File: config.mk
export PLATFORM = sky130hd
export DESIGN_NAME = muldiv_sequencer
export DESIGN_NICKNAME = d
export VERILOG_FILES = /design/src/rtl/muldiv_sequencer.sv
export SDC_FILE = /design/constraint.sdc
export NUM_CORES = 1
export LEC_CHECK = 0
export BUFFER_PORTS_ARGS = -buffer_cell sky130_fd_sc_hd__clkbuf_2
export CORE_MARGIN = 4
export CORE_UTILIZATION = 40
export CTS_CLUSTER_DIAMETER = 30
export DETAILED_ROUTE_END_ITERATION = 8
export GPL_ROUTABILITY_DRIVEN = 0
export REMOVE_ABC_BUFFERS = 1
export SLEW_MARGIN = 20
export SYNTH_ARGS = -nofsm -noshare
export SYNTH_HDL_FRONTEND = slang
export SYNTH_SLANG_ARGS = --single-unit
File: constraint.sdc
create_clock -name clk -period 17.7 [get_ports clk]
set_input_delay 1.77 -clock clk [delete_from_list [all_inputs] [get_ports clk]]
set_output_delay 1.77 -clock clk [all_outputs]
set_load 0.02 [all_outputs]
File: src/rtl/muldiv_sequencer.sv
`timescale 1ns/1ps
`default_nettype none
// ============================================================================
// muldiv_sequencer : iterative RV32M multiply/divide unit beside the EX ALU
// Revision: 1.0
// ============================================================================
module muldiv_sequencer #(
   parameter int XLEN = 32
) (
   input  logic            clk,
   input  logic            rst,
   input  logic            start_i,
   input  logic            flush_i,
   input  logic [2:0]      funct3_i,
   input  logic [XLEN-1:0] rs1_i,
   input  logic [XLEN-1:0] rs2_i,
   input  logic [4:0]      rd_i,
   output logic            busy_o,
   output logic            stall_o,
   output logic            valid_o,
   output logic [XLEN-1:0] result_o,
   output logic [4:0]      rd_o
);

   localparam int              CW       = $clog2(XLEN);
   localparam logic [CW-1:0]   CNT_LAST = CW'(XLEN - 1);
   localparam logic [XLEN-1:0] SMIN     = {1'b1, {(XLEN-1){1'b0}}};

   typedef enum logic [2:0] {
      S_IDLE = 3'd0,
      S_PREP = 3'd1,
      S_RUN  = 3'd2,
      S_FIX  = 3'd3,
      S_DONE = 3'd4
   } state_t;

   state_t            state_q;
   logic [2:0]        op_q;
   logic [XLEN-1:0]   a_q, b_q, m_q, hi_q, lo_q, result_q;
   logic [4:0]        tag_q, rd_q;
   logic              neg_q, rneg_q, valid_q;
   logic [CW-1:0]     cnt_q;

   logic              is_div, sgn_div, a_sgn, b_sgn, a_neg, b_neg;
   logic              div_by0, div_ovf;
   logic [XLEN-1:0]   a_mag, b_mag, special_res;
   logic [XLEN:0]     mul_sum, div_sh, div_diff;
   logic [XLEN-1:0]   hi_d, lo_d;
   logic [2*XLEN-1:0] prod, prod_fix;
   logic [XLEN-1:0]   q_fix, r_fix, fix_res;

   assign is_div  = op_q[2];
   assign sgn_div = is_div & ~op_q[0];
   assign a_sgn   = sgn_div | (~is_div & ((op_q[1:0] == 2'b01) | (op_q[1:0] == 2'b10)));
   assign b_sgn   = sgn_div | (~is_div & (op_q[1:0] == 2'b01));
   assign a_neg   = a_sgn & a_q[XLEN-1];
   assign b_neg   = b_sgn & b_q[XLEN-1];
   assign a_mag   = a_neg ? -a_q : a_q;
   assign b_mag   = b_neg ? -b_q : b_q;

   assign div_by0     = (b_q == '0);
   assign div_ovf     = sgn_div & (a_q == SMIN) & (b_q == '1);
   assign special_res = div_by0 ? (op_q[1] ? a_q : '1) : (op_q[1] ? '0 : a_q);

   // Multiply: hi accumulates, lo holds the remaining multiplier bits (shift right).
   // Divide: lo holds the dividend shifting out MSB-first while quotient bits shift in.
   assign mul_sum  = {1'b0, hi_q} + (lo_q[0] ? {1'b0, m_q} : '0);
   assign div_sh   = {hi_q, lo_q[XLEN-1]};
   assign div_diff = div_sh - {1'b0, m_q};

   always_comb begin
      hi_d = hi_q;
      lo_d = lo_q;
      if (is_div) begin
         if (!div_diff[XLEN]) begin
            hi_d = div_diff[XLEN-1:0];
            lo_d = {lo_q[XLEN-2:0], 1'b1};
         end else begin
            hi_d = div_sh[XLEN-1:0];
            lo_d = {lo_q[XLEN-2:0], 1'b0};
         end
      end else begin
         {hi_d, lo_d} = {mul_sum, lo_q[XLEN-1:1]};
      end
   end

   assign prod     = {hi_q, lo_q};
   assign prod_fix = neg_q ? -prod : prod;
   assign q_fix    = neg_q ? -lo_q : lo_q;
   assign r_fix    = rneg_q ? -hi_q : hi_q;

   always_comb begin
      fix_res = prod_fix[XLEN-1:0];
      if (is_div)
         fix_res = op_q[1] ? r_fix : q_fix;
      else if (op_q[1:0] != 2'b00)
         fix_res = prod_fix[2*XLEN-1:XLEN];
   end

   always_ff @(posedge clk or posedge rst) begin
      if (rst) begin
         state_q  <= S_IDLE;
         op_q     <= '0;
         a_q      <= '0;
         b_q      <= '0;
         m_q      <= '0;
         hi_q     <= '0;
         lo_q     <= '0;
         result_q <= '0;
         tag_q    <= '0;
         rd_q     <= '0;
         neg_q    <= 1'b0;
         rneg_q   <= 1'b0;
         valid_q  <= 1'b0;
         cnt_q    <= '0;
      end else if (flush_i && state_q != S_IDLE) begin
         state_q <= S_IDLE;
         valid_q <= 1'b0;
      end else begin
         case (state_q)
            S_IDLE: begin
               valid_q <= 1'b0;
               if (start_i && !flush_i) begin
                  op_q    <= funct3_i;
                  a_q     <= rs1_i;
                  b_q     <= rs2_i;
                  tag_q   <= rd_i;
                  state_q <= S_PREP;
               end
            end
            S_PREP: begin
               cnt_q  <= '0;
               hi_q   <= '0;
               lo_q   <= a_mag;
               m_q    <= b_mag;
               neg_q  <= a_neg ^ b_neg;
               rneg_q <= a_neg;
               if (is_div && (div_by0 || div_ovf)) begin
                  result_q <= special_res;
                  rd_q     <= tag_q;
                  valid_q  <= 1'b1;
                  state_q  <= S_DONE;
               end else begin
                  state_q  <= S_RUN;
               end
            end
            S_RUN: begin
               hi_q  <= hi_d;
               lo_q  <= lo_d;
               cnt_q <= cnt_q + 1'b1;
               if (cnt_q == CNT_LAST)
                  state_q <= S_FIX;
            end
            S_FIX: begin
               result_q <= fix_res;
               rd_q     <= tag_q;
               valid_q  <= 1'b1;
               state_q  <= S_DONE;
            end
            S_DONE: begin
               valid_q <= 1'b0;
               state_q <= S_IDLE;
            end
            default: begin
               valid_q <= 1'b0;
               state_q <= S_IDLE;
            end
         endcase
      end
   end

   // Stall drops in DONE so the pipeline advances while capturing the result.
   assign stall_o  = ((state_q == S_IDLE) & start_i) | (state_q == S_PREP) |
                     (state_q == S_RUN) | (state_q == S_FIX);
   assign busy_o   = (state_q != S_IDLE);
   assign valid_o  = valid_q;
   assign result_o = result_q;
   assign rd_o     = rd_q;

endmodule
`default_nettype wire

-- Word-level counts from Yosys, hierarchy flattened
Index checks and enable logic that the tools add are counted.
- register bits: 216
- input port bits: 76
- output and inout bits: 40
- word-level logic and storage cells: 101
- add/subtract/negate cells: 8
- equal/unequal tests: 13
- multiplexer cells: 31
- bitwise operators: 18
- reduce and logical (&&, ||, !) cells: 17
- operator list (kind ; number):
    32-bit 2-to-1 mux ; 15
    32-bit one-hot mux with 2 select lines ; 3
    32-bit negator ; 4
    32-bit equality test, second input constant ; 2
    64-bit 2-to-1 mux ; 1
    64-bit negator ; 1
    32-bit by 32-bit adder with 33-bit output ; 1
    33-bit by 32-bit subtractor with 33-bit output ; 1
    32-bit logical NOT ; 1
    5-bit one-hot mux with 2 select lines ; 2
    3-bit 2-to-1 mux ; 4
    3-bit one-hot mux with 4 select lines ; 1
    3-bit inequality test, second input constant ; 3
    1-bit bitwise AND ; 8
    2-bit AND reduction ; 4
    3-bit by 2-bit equality test with 1-bit output, second input constant ; 2
    1-bit OR ; 6
    3-bit AND reduction ; 2
    2-bit nonzero test ; 3
    5-bit by 1-bit adder with 5-bit output, second input constant ; 1
    5-bit equality test, second input constant ; 1
    5-bit 2-to-1 mux ; 1
    2-bit inequality test, second input constant ; 2
    3-bit by 1-bit equality test with 1-bit output, second input constant ; 1
    11 further kinds ; 17

-- Longest topological paths before layout
- depth after elaboration: 9
- depth in mapped cells: 16
- depth with buffers taken out: 14

-- Least setup slack after synthesis
Ideal clock, no wire load.
- path type: input port to output port
- start point: input port start_i
- end point: output port stall_o
- arrival: 2094 ps
- data required time: 15930 ps
- setup slack: 13836 ps
- stages on the path: 2
- buffers on the path: 0
- cells stage by stage: nor3_1 -> nor2_1
- longest elaborated chain between the ends: 4
- RTL lines (what ; line ; RTL):
    from (decl) ; 12 ; input logic start_i,
    1-bit bitwise AND ; 173 ; assign stall_o = ((state_q == S_IDLE) & start_i) | (state_q == S_PREP) |
    1-bit OR (2 in a row) ; 173 ;
    1-bit OR ; 174 ; (state_q == S_RUN) | (state_q == S_FIX);
    to (decl) ; 19 ; output logic stall_o,
Every way passes these cells.

-- Worst setup path after layout
- start point: register b_q[0]
- end point: register result_q[21], in the netlist result_o[21]
- longest elaborated chain between the ends: 6
- elaborated cells between the ends (all ways): 10
- classes of those cells: 2 x eq/ne; 3 x mux; 1 x bitwise; 4 x reduce/logical
- RTL lines (what ; line ; RTL):
    from (decl) ; 39 ; logic [XLEN-1:0] a_q, b_q, m_q, hi_q, lo_q, result_q;
    from (signal assigned) ; 126 ; b_q <= rs2_i;
    32-bit equality test ; 62 ; assign div_ovf = sgn_div & (a_q == SMIN) & (b_q == '1);
    1-bit bitwise AND ; 62 ;
    1-bit logical OR ; 138 ; if (is_div && (div_by0 || div_ovf)) begin
    1-bit logical AND ; 138 ;
    2-bit inequality test (no line) ; -- ;
    3-bit AND reduction (no line) ; -- ;
    to (signal assigned) ; 139 ; result_q <= special_res;
    to (signal assigned) ; 155 ; result_q <= fix_res;
    to (decl) ; 39 ;
Parallel ways exist; a longest one is shown, timed or not. The select of a mux whose other input is x is not followed.
A chain may end at the register's enable or synchronous reset.

==> impl_metrics.toml <==
[worst_setup_path]
cp_slowest_cell = "nor3b_4"
worstPathArrival_ns = 5.42
startpoint = "b_q[0]$_DFFE_PP0P_"
reg2reg_depth = 12
crit_chain = "inv_1 -> ha_1 -> nor3b_1 -> nand2_1 -> nor4_1 -> or4b_4 -> nor3b_4 -> or2_2 -> a21oi_2 -> a311oi_2 -> o31ai_1 -> o21ai_1"
crit_type = "flop to flop"
crit_required_ns = 18.22
crit_path_end_kind = "flop"
reg2reg_from = "b_q[0]$_DFFE_PP0P_"
crit_path_end = "result_o[21]$_DFFE_PP0P_"
r2r_end = "result_o[21]$_DFFE_PP0P_"
start_kind = "flop"
reg2reg_slack_ns = 12.80
cp_max_fo = 19
cp_slowest_stage_delay_ns = 0.87

[timing]
rsz0062_at_grt = "false"
fin_crit_ns = 4.90
setup_violations = 0
final.setup_skew_ns = 0.0336
worstMarginPinSlew_ns = 1.14
timing.hold.ws_ns = 0.464
hold_viol = 0
slew_violations = 0
tns_ns = 0
slew_headroom = 0.240
fmax_mhz = 204
post-route-period-util = 0.277

[cts]
cts_tree = "yes"
clk_path_buf_depth = 3
clk_pin_slew_ns = 0.05
cts-root-buf = "clkbuf_16"
cts_num_sinks = 216
cts_buffers = 61
cts_resized = 0
clkLatencyLatePin_ns = 0.61
post_cts_buffers = 0
ctsHtreeMaxLevel = 2
holdBufCountCts = 0

[logic_synthesis]
syn_inst = 2111
yosys-top-cells-count = "nand2_1, o21ai_0, dfrtp_1, nor2_1, a21oi_1"
synth_area_per_cell_um2 = 8.11
synthTopCellsByArea = "dfrtp_1, o21ai_0, nand2_1"
synthArstFlopShare = 1.00
yosysTopAreaCellShare = 0.316
synthFlopType = "dfrtp_1"
yosysMostFrequentCell = "nand2_1"
synth_edf_count = 0
yosysTopAreaCell = "dfrtp_1"
synth_area_um2 = 17100
synth_cell_type_count = 86
synth-seq-cells = 216
ys_seq_area_frac = 0.316
synth_warnings = 0

[floorplan]
core_area_um2 = 42100
io_pins = 116
die_w_um = 215
fp-row-count = 75
initial_utilization = 0.406
dieArea_um2 = 46200
die_h_um = 215

[pwr]
p_switching_uw = 1880
ir_drop_mv = 0.0944
p_clk_frac = 0.272
comb_power_share = 0.492
seqPwrFrac = 0.236
p_leak_uw = 0.00882
intPower_uw = 2230
sw_frac_of_total = 0.457
cellPowerDensity_nw_per_um2 = 204

[min_path]
min_path_type = "flop to flop"
hold_depth = 2

[run]
max_cap_violations = 0

[placement]
post-dp-hpwl_um = 40100
io_buffers = 115
dp.cells = 2643
place_area_um2 = 18000

[route]
routedWlPerCell_um = 20.6
firstDrtPassIters = 6
antenna_left = 0
drc = 0
first_iter_violations = 1583
via_per_inst = 5.94
vias = 16383
finalWirelength_um = 56700

[status]
outcome = "completed"

[grt]
track_usage = 0.240
grt_use_met1 = 0.342
antenna_found_initial = 0
grtUsageMet3 = 0.0377
grt_use_met2 = 0.370
grt_pass1_wl_um = 90300
overflow = 0
grt_start_max_net_pins = 118
top_usage_layer = "met2"
grt_pass1_vias = 15821

[final_layout]
final_area_um2 = 20100
multi_input_area_um2 = 11000
seqCellArea_um2 = 5410
diodes = 0
fin_nets = 2318
fillers = 4028
instances_no_fill = 2757
layout-drive-gt1-share = 0.164
area_growth_pct = 17.6
==> flip-flops by register name (all words and copies together) (netlist names) <==
register  cells
valid_o       1
hi_q         32
tag_q         5
cnt_q         5
rd_o          5
rneg_q        1
b_q          32
result_o     32
op_q          3
state_q       3
m_q          32
neg_q         1
lo_q         32
a_q          32
==> worst max-delay path: cells and delay by family, from the launching register on <==
kind	cells	cell delay, ns
adders and majority gates	1	0.21
AOI/OAI and AO/OA	4	0.66
and+or+nand+nor	6	3.31
buffers and inverters	1	0.20
DFF	1	0.42
==> metrics by stage <==
step | total power, uW | setup WS, ns | util
finish | 4110 | 12.80 | 0.478
global route | 4400 | 12.50 | 0.478
CTS | 4090 | 12.82 | 0.478
detailed placement | 2940 | 12.87 | 0.428
global placement | 2910 | 12.88 | 0.428
floorplan | 2360 | 10.02 | -
==> placed cells by master (no fill, tap or decap), types with 9 or more instances in the layout <==
| cell | n |
|---|---|
| nand2_1 | 275 |
| o21ai_0 | 234 |
| dfrtp_1 | 214 |
| nor2_1 | 168 |
| a21oi_1 | 134 |
| clkbuf_2 | 115 |
| xnor2_1 | 104 |
| xor2_1 | 82 |
| mux2_2 | 74 |
| ha_1 | 73 |
| clkbuf_16 | 62 |
| inv_1 | 61 |
| nand3_1 | 37 |
| mux2i_1 | 35 |
| nor3_1 | 34 |
| o31ai_1 | 34 |
| a211oi_1 | 32 |
| a21o_1 | 28 |
| nand4_1 | 24 |
| o211ai_1 | 23 |
| or3_1 | 22 |
| a31oi_1 | 22 |
| clkinv_2 | 21 |
| buf_4 | 19 |
| nand2b_1 | 17 |
| nor4_1 | 17 |
| a22oi_1 | 16 |
| o221ai_1 | 12 |
| or4_1 | 11 |
| o22ai_1 | 11 |
| and3_1 | 10 |
| o41ai_1 | 10 |
| and2_1 | 10 |
| o21a_1 | 10 |
| or2_2 | 9 |
==> routing by layer <==
layer,vias up,wire length (um)
met2,632,25000
met1,7902,26000
met5,-,0
met4,0,2000
li1,7737,-
met3,112,3700
==> logic make-up (layout without fill, tap and decap cells) <==
kind of cell    count (synthesis)  in the layout  share of synthesized area
simple gates                  682            682                      0.187
xor+xnor                      186            186                     0.0951
buf+inv                       204            311                     0.0457
fa+ha+maj                      76             76                     0.0563
compound gates                638            638                      0.231
mux                           109            109                     0.0691
flops                         216            216                      0.316
==> worst min-delay path by stage <==
stage | start | to | slack, ns
floorplan | tag_q[0]$_DFFE_PP0P_ | rd_o[0]$_DFFE_PP0P_ | 0.43
CTS | tag_q[1]$_DFFE_PP0P_ | rd_o[1]$_DFFE_PP0P_ | 0.46
finish | tag_q[1]$_DFFE_PP0P_ | rd_o[1]$_DFFE_PP0P_ | 0.46
detailed placement | tag_q[1]$_DFFE_PP0P_ | rd_o[1]$_DFFE_PP0P_ | 0.45
global placement | tag_q[3]$_DFFE_PP0P_ | rd_o[3]$_DFFE_PP0P_ | 0.44
global route | tag_q[1]$_DFFE_PP0P_ | rd_o[1]$_DFFE_PP0P_ | 0.50
==> cell type report <==
cell class	instances	share of cell area
clock buffer	75	0.0834
tap	539	0.0335
sequential	216	0.269
clock inverter	39	0.0215
multi-input combinational	1691	0.545
inverter	63	0.0121
timing repair buffer	134	0.0356
==> power by group through the flow <==
stage	Clock (uW)	Combinational (uW)	Sequential (uW)
3_3_place_gp	0	1950	958
5_1_grt	1170	2240	994
2_1_floorplan	0	1470	891
4_1_cts	1140	1990	959
3_5_place_dp	0	1980	964
6_report	1120	2020	968
(Power assumes the default switching activity.)
